<file path="src/rtl/core_mem_driver.sv">
// Controller end of a core-memory drive/sense interface: decodes the word address onto four
// one-hot active-low drive groups and sequences the destructive-read and restore/write phases.
module core_mem_driver #(
  parameter int SETUP_CYC = 2,
  parameter int READ_CYC  = 8,
  parameter int SENSE_AT  = 5,
  parameter int GAP_CYC   = 1,
  parameter int WRITE_CYC = 8
) (
  input  logic        CLK,
  input  logic        RESET,
  input  logic        REQ,
  input  logic        WRITE,
  input  logic [11:0] ADDR,
  input  logic        WDATA,
  output logic        BUSY,
  output logic        ACK,
  output logic        RDATA,
  output logic        SENSE_ERR,
  output logic [7:0]  AnAXVN,
  output logic [7:0]  AnAYVN,
  output logic [7:0]  AnAX0VN,
  output logic [7:0]  AnAY0VN,
  output logic        AnRDMV,
  output logic        AnRDMVN,
  output logic        MmSYNCV,
  output logic        AnINHBSV,
  input  logic        EDmX,
  input  logic        EDmY
);

  localparam int CW = 8;

  typedef enum logic [2:0] {stIdle, stSetup, stRead, stGap, stWrite, stDone} state_t;

  state_t          state, nextState;
  logic [CW-1:0]   phaseCnt;
  logic [11:0]     addrLat, addrNext;
  logic            wrLat, wrNext, wdLat, wdNext;
  logic            sx, sy, sxNext, syNext;
  logic            accept, senseNow, restoreNext, driving, stateChange;

  always_comb begin
    nextState = state;
    unique case (state)
      stIdle:  if (REQ) nextState = stSetup;
      stSetup: if (phaseCnt == CW'(SETUP_CYC - 1)) nextState = stRead;
      stRead:  if (phaseCnt == CW'(READ_CYC - 1)) nextState = (GAP_CYC == 0) ? stWrite : stGap;
      stGap:   if (phaseCnt == CW'(GAP_CYC - 1)) nextState = stWrite;
      stWrite: if (phaseCnt == CW'(WRITE_CYC - 1)) nextState = stDone;
      stDone:  nextState = stIdle;
      default: nextState = stIdle;
    endcase

    accept   = (state == stIdle) && REQ;
    addrNext = accept ? ADDR  : addrLat;
    wrNext   = accept ? WRITE : wrLat;
    wdNext   = accept ? WDATA : wdLat;

    // Sense accumulators restart on entry to READ and only listen from SENSE_AT onward.
    senseNow = (state == stRead) && (phaseCnt >= CW'(SENSE_AT));
    if (nextState == stRead && state != stRead) begin
      sxNext = 1'b0;
      syNext = 1'b0;
    end else begin
      sxNext = sx | (senseNow & EDmX);
      syNext = sy | (senseNow & EDmY);
    end

    restoreNext = wrNext ? wdNext : sxNext;
    driving     = (nextState == stSetup) || (nextState == stRead) ||
                  (nextState == stGap)   || (nextState == stWrite);
    stateChange = (nextState != state);
  end

  // All outputs are registered from the next-state decode so drive lines switch cleanly on edges.
  always_ff @(posedge CLK) begin
    if (RESET) begin
      state     <= stIdle;
      phaseCnt  <= '0;
      addrLat   <= '0;
      wrLat     <= 1'b0;
      wdLat     <= 1'b0;
      sx        <= 1'b0;
      sy        <= 1'b0;
      BUSY      <= 1'b0;
      ACK       <= 1'b0;
      RDATA     <= 1'b0;
      SENSE_ERR <= 1'b0;
      AnAXVN    <= 8'hFF;
      AnAYVN    <= 8'hFF;
      AnAX0VN   <= 8'hFF;
      AnAY0VN   <= 8'hFF;
      AnRDMV    <= 1'b0;
      AnRDMVN   <= 1'b0;
      MmSYNCV   <= 1'b0;
      AnINHBSV  <= 1'b0;
    end else begin
      state    <= nextState;
      phaseCnt <= stateChange ? '0 : phaseCnt + 1'b1;
      addrLat  <= addrNext;
      wrLat    <= wrNext;
      wdLat    <= wdNext;
      sx       <= sxNext;
      sy       <= syNext;
      BUSY     <= (nextState != stIdle);
      ACK      <= (nextState == stDone);
      if (nextState == stDone) begin
        RDATA     <= sxNext;
        SENSE_ERR <= sxNext ^ syNext;
      end
      AnAXVN   <= driving ? ~(8'd1 << addrNext[2:0]) : 8'hFF;
      AnAYVN   <= driving ? ~(8'd1 << addrNext[5:3]) : 8'hFF;
      AnAX0VN  <= driving ? ~(8'd1 << addrNext[8:6]) : 8'hFF;
      AnAY0VN  <= driving ? ~(8'd1 << addrNext[11:9]) : 8'hFF;
      AnRDMV   <= (nextState == stRead);
      AnRDMVN  <= (nextState == stWrite);
      MmSYNCV  <= stateChange && ((nextState == stRead) || (nextState == stWrite));
      AnINHBSV <= (nextState == stWrite) && !restoreNext;
    end
  end

endmodule

</file>
<file path="config.mk">
export PLATFORM = sky130hd
export DESIGN_NAME = core_mem_driver
export DESIGN_NICKNAME = d
export VERILOG_FILES = /design/src/rtl/core_mem_driver.sv
export SDC_FILE = /design/constraint.sdc
export NUM_CORES = 1
export LEC_CHECK = 0
export BUFFER_PORTS_ARGS = -buffer_cell sky130_fd_sc_hd__clkbuf_2
export CAP_MARGIN = 20
export CORE_UTILIZATION = 52
export CTS_BUF_LIST = sky130_fd_sc_hd__clkbuf_4
export CTS_CLUSTER_SIZE = 10
export DETAILED_ROUTE_END_ITERATION = 8
export PLACE_DENSITY = 0.75
export SLEW_MARGIN = 20
export SYNTH_ARGS = -nofsm -noshare
export SYNTH_HDL_FRONTEND = slang
export SYNTH_SLANG_ARGS = --single-unit
</file>
<file path="constraint.sdc">
create_clock -name CLK -period 2.2 [get_ports CLK]
set_input_delay 0.33 -clock CLK [delete_from_list [all_inputs] [get_ports CLK]]
set_output_delay 0.33 -clock CLK [all_outputs]
set_load 0.01 [all_outputs]
</file>
## Yosys cells after proc, flatten, opt, wreduce, memory -nomap -nowiden

Index checks and enable logic that the tools add are counted.

| storage, ports and cells | value |
|---|---|
| output and inout port bits | 40 |
| word-level logic and storage cells | 75 |
| flip-flop bits (word level) | 67 |
| bits of input ports | 19 |

| operators by class | value |
|---|---|
| multiplexer cells | 12 |
| reductions and logical operators | 15 |
| shifts and indexed selects | 4 |
| magnitude comparators | 1 |
| add/subtract/negate cells | 1 |
| equal/unequal tests | 13 |
| bitwise logic cells | 10 |

Operators by type and width:

| kind | number |
|---|---|
| inverter 8 bit | 4 |
| left shift 1 x 3 -> 8 bit, first input constant | 4 |
| two-way mux 3 bit | 5 |
| case mux 3 bit (5 select lines) | 1 |
| equality test 3 x 2 -> 1 bit, second input constant | 4 |
| two-way mux 12 bit | 1 |
| equality test 3 bit, second input constant | 3 |
| adder 8 x 1 -> 8 bit, second input constant | 1 |
| equality test 8 x 1 -> 1 bit, second input constant | 1 |
| equality test 8 x 3 -> 1 bit, second input constant | 1 |
| >= comparator 8 x 3 -> 1 bit, second input constant | 1 |
| zero test 8 bit | 1 |
| equality test 3 x 1 -> 1 bit, second input constant | 2 |
| logical AND 1 bit | 5 |
| two-way mux 1 bit | 5 |
| logical OR 1 bit | 4 |
| OR reduction 2 bit | 2 |
| zero test 3 bit | 1 |
| inequality test 3 x 2 -> 1 bit, second input constant | 1 |
| inequality test 3 bit | 1 |
| nonzero test 3 bit | 1 |
| bitwise AND 1 bit | 2 |
| OR 1 bit | 2 |
| zero test 1 bit | 1 |
| 2 further kinds | 2 |

## Longest topological paths before layout

| logic depth | value |
|---|---|
| depth in word-level cells | 9 |
| gate-level depth with buffers | 9 |
| mapped depth without buffers | 7 |

## Least setup slack after synthesis

OpenSTA, ideal clock, no wires.

| path | value |
|---|---|
| kind | reg-to-reg |
| start point | reg state[2] |
| end point | reg AnAY0VN[2] |
| buffers on the path | 2 |
| setup time | 0.133 ns |
| arrival time | 2.001 ns |
| setup slack | 0.067 ns |
| stages on the path, launching flop included | 8 |
| cells stage by stage | dfxtp_1 > buf_2 > nor4b_4 > buf_2 > mux2i_1 > nand4_1 > a311oi_1 > a31oi_1 |

| on the way | value |
|---|---|
| word-level cells in the longest chain between the ends | 8 |
| elaborated cells between the ends (all ways) | 24 |

RTL lines:

| item | RTL line | text |
|---|---|---|
| start, declared | 36 | `state_t state, nextState;` |
| start signal, assigned | 79 | `state <= stIdle;` |
| start signal, assigned | 99 | `state <= nextState;` |
| equality test 3 bit (tied with other cells) | 45 | `unique case (state)` |
| case mux 3 bit (5 select lines) | 45 |  |
| equality test 3 x 1 -> 1 bit or equality test 3 x 2 -> 1 bit (tied branches) | 71 | `driving = (nextState == stSetup) \|\| (nextState == stRead) \|\|` |
| logical OR 1 bit (2 in a row) | 71 |  |
| logical OR 1 bit | 72 | `(nextState == stGap) \|\| (nextState == stWrite);` |
| inverter 1 bit (no line) | -- |  |
| OR reduction 2 bit (no line) | -- |  |
| end signal, assigned | 115 | `AnAY0VN <= driving ? ~(8'd1 << addrNext[11:9]) : 8'hFF;` |
| end, declared | 23 | `output logic [7:0] AnAY0VN,` |

Parallel ways exist; a longest one is shown, timed or not.
A chain may end at the register's enable or synchronous reset.

## Worst setup path in the final report

| path | value |
|---|---|
| start point | reg phaseCnt[7] |
| end point | reg RDATA |

| on the way | value |
|---|---|
| word-level cells in the longest chain between the ends | 6 |
| elaborated cells between the ends (all ways) | 16 |

RTL lines:

| item | RTL line | text |
|---|---|---|
| start, declared | 37 | `logic [CW-1:0] phaseCnt;` |
| start signal, assigned | 100 | `phaseCnt <= stateChange ? '0 : phaseCnt + 1'b1;` |
| equality test 8 x 3 -> 1 bit (tied with other cells) | 48, 50 |  |
| two-way mux 3 bit (on tied branches) | -- |  |
| case mux 3 bit (5 select lines) | 45 |  |
| equality test 3 x 2 -> 1 bit | 62 | `if (nextState == stRead && state != stRead) begin` |
| logical AND 1 bit | 62 |  |
| two-way mux 1 bit | 62 |  |
| end signal, assigned | 109 | `RDATA <= sxNext;` |
| end, declared | 18 | `output logic RDATA,` |

Parallel ways exist; a longest one is shown, timed or not.

==> results.md <==
* Synth cell types at 48
* Run status: finished, final reports clean
* Reg area at 1340 um^2
* Yosys warning total at 0
* Chip Width at 83.0 um
* Setup TNS at 0 ns
* GRT Overall Usage at 23.9%
* WL per Instance at 15.5 um
* Largest area contributor in the netlist: dfxtp_1
* CP Launch Type: flop
* Vias in the first global route at between 2000 and 3000
* CP max FO at 8
* Via Count at ~3300
* Multi-input logic area at 1900 um^2
* Ys flop type: dfxtp_1
* CTS Buf Count at 9
* Hold Buf Count CTS at 0
* Fin crit share at 95.9%
* Global-route wire length before repair at 13500 um
* Number of synthesized flops with an enable pin at 0
* Syn Area/Cell at 8.63 um^2
* Vias per cell at 6.06
* Initial antenna violation count at 0
* Relative slew slack at around three fifths
* Max Cap Viol at 0
* Hold Path Depth at 3
* Synth cell count leaders: 67 x dfxtp_1, 41 x a31oi_1, 32 x nand2_1
* DR iter-0 viols at 191
* CTS tree: built
* Synth area leaders: dfxtp_1 39%, a31oi_1 7.5%, a311oi_1 6.4%
* Core area at 6350 um^2
* Share of the synthesized area in the top cell type at 39.4%
* Hold Fails Final Rpt at 0
* Final GP Congestion at 0.887
* Kind of critical path: reg -> reg
* CTS Sinks at 67
* Largest net degree at the start of global routing at 39
* Area of the die at 6880 um^2
* Die Ht at slightly above 80 um
* Initial Utilization at 53.7%
* Area Overhead vs Synth at 18.8%
* Power density cells at 668 nW/um^2
* Pre-antenna DRT Iters at 5
* DRC at 0
* Leak at 0.00157 uW
* Top Ports at 59
* Clock latency on the worst-skew pair at 0.42 ns
* Final setup violating endpoints at 0
* Yosys reg bits at 67
* Power, Total at approximately 2700 uW
* Port Buf Inserts at 58
* R2r worst-path depth at 6
* Syn_nets at 418
* Critical Path Sink Type: flop
* Crit path time final at 2.11 ns
* # diodes at 0
* Layout cells sized above 1 at between 20% and 30%
* Routed Antenna Nets at 0
* Share of flip-flops with an asynchronous set or reset at 0%
* Detail Placement HPWL at a little under 6000 um
* WP data arrival at around 2.4 ns
* Htree depth at 3
* FP Rows at 29
* Clock slew at reported path FFs at between 0.1 and 0.15 ns
* Count leader, synth: dfxtp_1
* Slew Viols, Final at 0
* Filler cell count at 556
* Tightest Pin Transition at 0.620 ns
* Max VDD drop at 0.403 mV
* CTS root buf: clkbuf_4
* Worst EP required at about 2.5 ns
* Cell Area, Synth at approximately 3400 um^2
* GRT overflow at 0
* Synthesized instance count at slightly below 400
* Drt total wl at 8370 um
* Fin Clk Skew at 0.0161 ns
* Nets@finish at between 400 and 500
* Hold Path Class: in -> reg
* CTS Buffer Depth at 2
* Sequential area share after synthesis at roughly two fifths
* Fmax at approximately 470 MHz
flip-flops by register name (all words and copies together) (netlist names):
name,flops
RDATA,1
BUSY,1
addrLat,12
AnAXVN,8
AnINHBSV,1
AnRDMV,1
SENSE_ERR,1
state,3
wdLat,1
AnRDMVN,1
sx,1
phaseCnt,8
sy,1
wrLat,1
AnAX0VN,8
ACK,1
AnAYVN,8
MmSYNCV,1
AnAY0VN,8
power by group:
group	internal [uW]	switching, uW	total (uW)
Sequential	1270	38.6	1310
Combinational	249	369	618
Clock	358	422	780
timing repair:
item / 4_1_cts / 5_1_grt
buffers inserted: 0 / 1
endpoints found under the setup margin: 0 / 35
gates resized for setup: 0 / 6
stage by stage:
stage / setup slack (ns) / hold slack, ns / std cells / util [%] / cell area (um^2)
after floorplan: 0.0666 / 0.449 / 395 / - / 3410
after global placement: 0.158 / 0.468 / 522 / 60.8 / 3860
after detailed placement: 0.0867 / 0.475 / 522 / 60.8 / 3860
after CTS: 0.0538 / 0.164 / 537 / 62.8 / 3990
after global routing: -0.00169 / 0.178 / 539 / 63.8 / 4050
final: 0.0907 / 0.180 / 539 / 63.8 / 4050
layout make-up:
cell class / count / share of cell area, %
Clock buffer: 11 / 2.04
Inverter: 15 / 1.39
Multi-Input combinational cell: 283 / 46.9
Sequential cell: 67 / 33.1
Clock inverter: 4 / 1.05
Tap cell: 77 / 2.38
Timing Repair Buffer: 82 / 13.1
logic make-up (layout without fill, tap and decap cells):
group | count (synthesis) | in the layout | synth area share (%)
muxes | 20 | 20 | 6.09
DFF | 67 | 67 | 39.4
adders and majority gates | 4 | 4 | 1.47
xor gates and xnor gates | 8 | 8 | 2.06
and+or+nand+nor | 130 | 130 | 20.7
AOI/OAI and AO/OA | 121 | 121 | 24.7
buffers and inverters | 45 | 112 | 5.58
layer usage:
layer  vias to the layer above  track usage (%)  wire length [um]
li1                       1623                -                 -
met1                      1529             31.5              3790
met2                        98             38.0              3970
met3                        17             4.87               432
met4                         0             10.5               167
met5                         -                0                 0
layout by cell type (no fill, tap or decap), types with 11 or more instances in the layout:
master | synthesis | routed
mux2i_1 | 14 | 13
buf_4 | 1 | 19
a311oi_1 | 25 | 25
clkbuf_4 | 0 | 11
nor2_1 | 27 | 27
nor3_1 | 12 | 12
a21oi_1 | 23 | 23
a31o_2 | 12 | 12
inv_1 | 14 | 14
a31oi_1 | 41 | 40
nand2_1 | 32 | 32
dfxtp_1 | 67 | 66
clkbuf_2 | 0 | 58
worst paths after layout:
| path | slack (ns) | to | start |
|---|---|---|---|
| setup / recovery | 0.09 | RDATA | phaseCnt[7] |
| setup reg to reg | 0.09 | RDATA | phaseCnt[7] |
| hold / removal | 0.18 | wdLat | WDATA |
| hold reg to reg | 0.50 | wdLat | wdLat |
critical path, stage by stage, from the launching register on:
cell     delay [ns]
dfxtp_1        0.37
or4_4          0.57
nor4_4         0.33
a21oi_2        0.08
buf_4          0.17
a21oi_1        0.14
mux2_2         0.35
Note: power is estimated with default switching activity, not from simulation.
